`src/rtl/box_overlay.sv`:
```
// Draws up to N_BOX rectangular outlines onto an RGB565 stream with 2-cycle latency; boxes update only at vsync.
// Optional build macro BOX_FILL_EN blends box interiors 50/50 with the box colour.
`timescale 1ns/1ps
module box_overlay #(
  parameter int N_BOX       = 4,
  parameter int H_BOX_WIDTH = 2,
  parameter int V_BOX_WIDTH = 2,
  parameter int PIX_W       = 16,
  parameter int COORD_W     = 11,
  localparam int IW         = (N_BOX > 1) ? $clog2(N_BOX) : 1
) (
  input  logic               clk,
  input  logic               rst,
  input  logic               in_vsync,
  input  logic               in_hsync,
  input  logic               in_de,
  input  logic [PIX_W-1:0]   in_pix,
  input  logic               cfg_valid,
  output logic               cfg_ready,
  input  logic [IW-1:0]      cfg_idx,
  input  logic               cfg_en,
  input  logic [COORD_W-1:0] cfg_x0,
  input  logic [COORD_W-1:0] cfg_x1,
  input  logic [COORD_W-1:0] cfg_y0,
  input  logic [COORD_W-1:0] cfg_y1,
  input  logic [PIX_W-1:0]   cfg_color,
  output logic               out_vsync,
  output logic               out_hsync,
  output logic               out_de,
  output logic [PIX_W-1:0]   out_pix,
  output logic               hit
);

  localparam int CW1 = COORD_W + 1;
  localparam logic [COORD_W-1:0] C_MAX = '1;
  localparam logic [CW1-1:0] HW = CW1'(H_BOX_WIDTH);
  localparam logic [CW1-1:0] VW = CW1'(V_BOX_WIDTH);

  typedef struct packed {
    logic               en;
    logic [COORD_W-1:0] x0;
    logic [COORD_W-1:0] y0;
    logic [COORD_W-1:0] x1;
    logic [COORD_W-1:0] y1;
    logic [PIX_W-1:0]   color;
  } box_t;

  function automatic logic box_inside(input box_t b, input logic [COORD_W-1:0] px,
                                      input logic [COORD_W-1:0] py);
    return b.en && (b.x0 <= px) && (px <= b.x1) && (b.y0 <= py) && (py <= b.y1);
  endfunction

  // One extra bit on every sum so x1 near the top of the range cannot wrap.
  function automatic logic box_border(input box_t b, input logic [COORD_W-1:0] px,
                                      input logic [COORD_W-1:0] py);
    logic [CW1-1:0] xw;
    logic [CW1-1:0] yw;
    xw = {1'b0, px};
    yw = {1'b0, py};
    return box_inside(b, px, py) &&
           ((xw < {1'b0, b.x0} + HW) || (xw + HW > {1'b0, b.x1}) ||
            (yw < {1'b0, b.y0} + VW) || (yw + VW > {1'b0, b.y1}));
  endfunction

`ifdef BOX_FILL_EN
  function automatic logic [15:0] blend565(input logic [15:0] a, input logic [15:0] c);
    logic [5:0] r;
    logic [6:0] g;
    logic [5:0] b;
    r = {1'b0, a[15:11]} + {1'b0, c[15:11]};
    g = {1'b0, a[10:5]}  + {1'b0, c[10:5]};
    b = {1'b0, a[4:0]}   + {1'b0, c[4:0]};
    return {r[5:1], g[6:1], b[5:1]};
  endfunction
`endif

  logic [COORD_W-1:0] x, y;
  logic               de_prev, vs_prev;
  logic               vs_rise, de_fall, wr;
  box_t               pend [N_BOX];
  box_t               act  [N_BOX];

  assign vs_rise   = in_vsync & ~vs_prev;
  assign de_fall   = ~in_de & de_prev;
  assign cfg_ready = ~vs_rise;
  assign wr        = cfg_valid & cfg_ready & (int'(cfg_idx) < N_BOX);

  always_ff @(posedge clk or posedge rst) begin
    if (rst) begin
      x       <= '0;
      y       <= '0;
      de_prev <= 1'b0;
      vs_prev <= 1'b0;
    end else begin
      de_prev <= in_de;
      vs_prev <= in_vsync;
      if (in_de) begin
        if (x != C_MAX) x <= x + 1'b1;
      end else begin
        x <= '0;
      end
      if (vs_rise)                    y <= '0;
      else if (de_fall && y != C_MAX) y <= y + 1'b1;
    end
  end

  // Commit wins over a write in the vsync-rise cycle; cfg_ready holds that write off for one cycle.
  always_ff @(posedge clk or posedge rst) begin
    if (rst) begin
      for (int i = 0; i < N_BOX; i++) begin
        pend[i] <= '0;
        act[i]  <= '0;
      end
    end else begin
      if (vs_rise) act <= pend;
      if (wr) pend[cfg_idx] <= {cfg_en, cfg_x0, cfg_y0, cfg_x1, cfg_y1, cfg_color};
    end
  end

  logic [N_BOX-1:0] border_c;
`ifdef BOX_FILL_EN
  logic [N_BOX-1:0] inside_c;
`endif

  always_comb begin
    border_c = '0;
`ifdef BOX_FILL_EN
    inside_c = '0;
`endif
    for (int i = 0; i < N_BOX; i++) begin
      border_c[i] = box_border(act[i], x, y);
`ifdef BOX_FILL_EN
      inside_c[i] = box_inside(act[i], x, y);
`endif
    end
  end

  // Stage 1: per-box flags and the delayed stream
  logic               vld_p1, vs_p1, hs_p1;
  logic [PIX_W-1:0]   pix_p1;
  logic [N_BOX-1:0]   border_p1;
`ifdef BOX_FILL_EN
  logic [N_BOX-1:0]   fill_p1;
`endif

  always_ff @(posedge clk or posedge rst) begin
    if (rst) begin
      vld_p1    <= 1'b0;
      vs_p1     <= 1'b0;
      hs_p1     <= 1'b0;
      pix_p1    <= '0;
      border_p1 <= '0;
`ifdef BOX_FILL_EN
      fill_p1   <= '0;
`endif
    end else begin
      vld_p1    <= in_de;
      vs_p1     <= in_vsync;
      hs_p1     <= in_hsync;
      pix_p1    <= in_pix;
      border_p1 <= border_c;
`ifdef BOX_FILL_EN
      fill_p1   <= inside_c & ~border_c;
`endif
    end
  end

  // Stage 2: priority mux, lowest index wins; any border beats any fill
  logic [PIX_W-1:0] sel_pix;
  logic             sel_hit;

  always_comb begin
    sel_pix = pix_p1;
    sel_hit = 1'b0;
`ifdef BOX_FILL_EN
    for (int i = N_BOX - 1; i >= 0; i--) begin
      if (fill_p1[i]) begin
        sel_pix = blend565(pix_p1, act[i].color);
        sel_hit = 1'b1;
      end
    end
`endif
    for (int i = N_BOX - 1; i >= 0; i--) begin
      if (border_p1[i]) begin
        sel_pix = act[i].color;
        sel_hit = 1'b1;
      end
    end
    if (!vld_p1) begin
      sel_pix = '0;
      sel_hit = 1'b0;
    end
  end

  always_ff @(posedge clk or posedge rst) begin
    if (rst) begin
      out_vsync <= 1'b0;
      out_hsync <= 1'b0;
      out_de    <= 1'b0;
      out_pix   <= '0;
      hit       <= 1'b0;
    end else begin
      out_vsync <= vs_p1;
      out_hsync <= hs_p1;
      out_de    <= vld_p1;
      out_pix   <= sel_pix;
      hit       <= sel_hit;
    end
  end

endmodule

```
`config.mk`:
```
export PLATFORM = sky130hd
export DESIGN_NAME = box_overlay
export DESIGN_NICKNAME = d
export VERILOG_FILES = /design/src/rtl/box_overlay.sv
export SDC_FILE = /design/constraint.sdc
export NUM_CORES = 2
export LEC_CHECK = 0
export ABC_AREA = 1
export BUFFER_PORTS_ARGS = -buffer_cell sky130_fd_sc_hd__buf_2
export CAP_MARGIN = 30
export CORE_MARGIN = 4
export CORE_UTILIZATION = 40
export DETAILED_ROUTE_END_ITERATION = 8
export PLACE_DENSITY = 0.63
export SLEW_MARGIN = 20
export SYNTH_ARGS = -nofsm -noshare
export SYNTH_HDL_FRONTEND = slang
export SYNTH_SLANG_ARGS = --single-unit
export TNS_END_PERCENT = 1
```
`constraint.sdc`:
```
create_clock -name clk -period 28.9 [get_ports clk]
set_clock_uncertainty 0.05 [all_clocks]
set_input_delay 2.89 -clock clk [delete_from_list [all_inputs] [get_ports clk]]
set_output_delay 2.89 -clock clk [all_outputs]
set_load 0.01 [all_outputs]
```
### Yosys cells after proc, flatten, opt, wreduce, memory -nomap -nowiden

Cells that the tools add are included.

* add/subtract/negate cells: 12
* $mul: 0
* div/mod/pow operators: 0
* $lt $le $gt $ge: 34
* eq/ne operators: 3
* shift operators: 0
* multiplexer cells: 17
* bitwise operators: 7
* reductions and logical operators: 35

Operators by type and width (count)
* bitwise mux 244 bit: 1
* less-or-equal comparator 11 bit: 16
* demux 61 bit (select 2 bit): 1
* adder 11 x 2 -> 12 bit, second input constant: 10
* greater-than comparator 12 x 11 -> 1 bit: 8
* < comparator 11 x 12 -> 1 bit: 8
* two-way mux 16 bit: 5
* two-way mux 61 bit: 1
* two-way mux 11 bit: 4
* adder 11 x 1 -> 11 bit, second input constant: 2
* logical AND 1 bit: 22
* inequality test 11 bit, second input constant: 2
* logical OR 1 bit: 12
* two-way mux 1 bit: 5
* AND 1 bit: 3
* greater-or-equal comparator 3 bit, second input constant: 1
* < comparator 3 x 1 -> 1 bit, second input constant: 1
* NOT 1 bit: 3
* NOT 2 -> 3 bit: 1
* inequality test 2 x 1 -> 1 bit, second input constant: 1
* nonzero test 2 bit: 1

* register bits: 553
* latch bits: 0
* memory bits (writable): 0
* bits in read-only memories: 0
* bits of input ports: 85
* output and inout port bits: 21
* word-level logic and storage cells: 168
* memories kept: 0

### Longest topological paths before layout

* word-level depth: 6
* gate-level depth with buffers: 17
* gate-level depth less buffers: 17

### Worst setup path after synthesis

No wires, ideal clock.

* path kind: in2out
* from: input port in_vsync
* to: output port cfg_ready
* data arrival time: 3.406 ns
* data required time: 25.960 ns
* setup slack: 22.554 ns
* cell stages on the path: 4
* path buffers: 1
* cell sequence: inv_1 nor2_4 inv_2 clkbuf_1

* word-level cells in the longest chain between the ends: 2

RTL lines
* start: declaration: line 14 `input logic in_vsync,`
* AND 1 bit: line 83 `assign vs_rise = in_vsync & ~vs_prev;`
* NOT 1 bit: line 85 `assign cfg_ready = ~vs_rise;`
* end: declaration: line 19 `output logic cfg_ready,`

Every way passes these cells.

### Worst setup path after layout

Ends and elaborated chain as after synthesis.

==> flow_metrics.py <==
metrics = {
    "die": {
        "dieArea_mm2": 0.0802,
        "core-area_mm2": 0.0747,
        "rows": 100,
        "start_util": 0.405,
        "io_pins": 106,
        "die_h_um": 283,
        "die_w_um": 283,
    },
    "synth": {
        "synth_seq_cells": 553,
        "ys_types": 41,
        "synthesis.nets": 4051,
        "yosysWarnings": 0,
        "seq_area_frac_synth": 0.457,
        "synth_edf_count": 0,
        "syn_area_per_cell_um2": 8.39,
        "synthArstFlopShare": 1.00,
        "synthCells": 3609,
        "netlist_area_mm2": 0.0303,
        "synthFlopType": "dfrtp_1",
    },
    "finish": {
        "area_delta_synth_final_pct": 11.6,
        "final_nets": 4125,
        "drive_above_1_share": 0.0680,
        "final_cells": 4691,
        "diodes": 0,
    },
    "setup_path": {
        "slowest_delay_ns": 0.44,
        "cp.required_ns": 25.96,
        "worstPathArrival_ns": 3.84,
        "path_common_cell": "buf_2",
        "cp-end-kind": "output pin",
        "crit_slowest_cell": "inv_4",
        "worstPathCellList": "buf_2 -> inv_1 -> nor2_4 -> inv_4 -> buf_2",
        "crit_path_start_kind": "primary input",
        "critPathKind": "in2out",
        "cp_max_fo": 52,
    },
    "routing": {
        "wl_um": 79000,
        "vias_per_cell": 5.05,
        "vias": 23700,
        "ant_nets": 0,
        "drtIter0Drc": 1589,
        "first_pass_iters": 5,
        "post_drt_wl_per_cell_um": 16.8,
        "drc": 0,
    },
    "placement": {
        "dp.cells": 4585,
        "hpwlAfterDp_um": 55100,
        "gp_congestion": 0.904,
        "pre_cts_slack_ns": 22.09,
        "io_buffers": 105,
    },
    "global_routing": {
        "grt_max_degree": 168,
        "grt_antenna_before_repair": 1,
        "grt_overflow": 0,
        "track_usage": 0.196,
        "grt_first_pass_wirelength_um": 127000,
        "grt_pass1_vias": 23000,
    },
    "cts": {
        "clk_latency_ns": 0.66,
        "cts_resized": 0,
        "cts.sinks": 553,
        "clock_path_buffers": 3,
        "h-tree-depth": 2,
        "cts_root_buf": "clkbuf_16",
        "clk_pin_slew_worst_paths_ns": 0.06,
        "cts_tree": "done",
        "cts_buffers": 60,
        "ctsHoldBuffers": 0,
        "post_cts_buffers": 0,
    },
    "hold_path": {
        "hold_path.class": "reg2reg",
    },
    "timing": {
        "finalCriticalPeriod_ns": 6.78,
        "timing.hold.ws_ns": 0.297,
        "final.period_utilization": 0.234,
        "slew-limit-headroom": 0.364,
        "fmax_ghz": 0.148,
        "setup_viol": 0,
        "tightest_slew_ns": 0.954,
        "drv_slew": 0,
        "hold_viol_final": 0,
        "fin_setup_tns_ns": 0,
        "rsz0062_at_grt": "false",
        "layout_setup_ws_ns": 22.12,
    },
    "power": {
        "peakVddDrop_mv": 0.0467,
        "p_per_area_mw_per_mm2": 67.2,
        "power_leakage_uw": 0.0174,
    },
    "outcome": {
        "status": "finished, final reports clean",
    },
    "job": {
        "max_cap_violations": 0,
    },
}
-- sequential cells by signal (all words and copies together) (netlist names), 4 cells and up --
name	cells
y	11
border_p1	4
out_pix	16
pend	244
pix_p1	16
x	11
act	244
-- path summary, 6_finish.rpt --
kind | from | to | slack (ns) | cells past startpoint
worst max-delay path | in_vsync | cfg_ready | 22.12 | 5
worst max register to register | y[2] | border_p1[3] | 24.99 | 16
max in group asynchronous | rst | act[176] | 24.40 | 4
worst min-delay path | hs_p1 | out_hsync | 0.30 | 0
worst min register to register | hs_p1 | out_hsync | 0.30 | 0
min in group asynchronous | rst | act[21] | 2.30 | 2
-- placed cells by master, fill, tap and decap left out, types with 28 or more instances in the layout --
master / instances
a21oi_1: 150
clkbuf_16: 60
nand2_1: 1162
nor2_1: 179
ha_1: 357
o21ai_0: 425
xor2_1: 63
buf_2: 105
nand4_1: 28
inv_1: 307
dfrtp_1: 553
nand3_1: 102
-- worst max-delay path, delay by kind of cell --
family | cells | cell delay [ns]
buffers and inverters | 4 | 0.86
AND/OR/NAND/NOR | 1 | 0.05
-- stage by stage --
stage	util	cell area [um2]	power [uW]
global placement	0.425	31700	1510
CTS	0.451	33700	2290
global route	0.453	33800	2430
finish	0.453	33800	2270
floorplan	-	30300	1370
detailed placement	0.425	31700	1530
-- logic make-up (layout without fill, tap and decap cells) --
family,Yosys count,after routing,synth area share
simple gates,1538,1538,0.204
compound gates,651,651,0.113
flops,553,553,0.457
buf+inv,436,549,0.0568
fa+ha+maj,357,357,0.147
xor+xnor,74,74,0.0214
-- routing by layer --
layer	vias up	wire length (um)	track usage
met1	11300	36600	0.267
li1	11900	-	-
met3	128	2650	0.0202
met5	-	0	0
met2	377	38000	0.334
met4	0	1850	0.0522
-- cell usage after synthesis, types with 17 or more instances --
cell type / count / area share
nor3_1: 20 / 0.0033
dfrtp_1: 553 / 0.46
nand3_1: 104 / 0.017
inv_1: 308 / 0.038
a21oi_1: 150 / 0.025
xor2_1: 63 / 0.018
o211ai_1: 17 / 0.0042
clkbuf_1: 58 / 0.0072
nand2_1: 1164 / 0.14
nor2_1: 179 / 0.022
buf_2: 54 / 0.0089
ha_1: 357 / 0.15
o21a_1: 21 / 0.0052
nand4_1: 28 / 0.0058
o21ai_0: 425 / 0.070
-- layout make-up --
cell class	count	area [um2]
Sequential cell	553	13800
Tap cell	969	1210
Timing Repair Buffer	131	858
Multi-Input combinational cell	2620	14800
Clock buffer	86	1700
Clock inverter	15	236
Inverter	317	1200
Fill cell	7388	40900
-- power by group --
group,switching (uW),internal (uW)
sequential,98.4,912
combinational,316,190
clock,323,435
No activity file was read; power rests on OpenSTA's default activity.
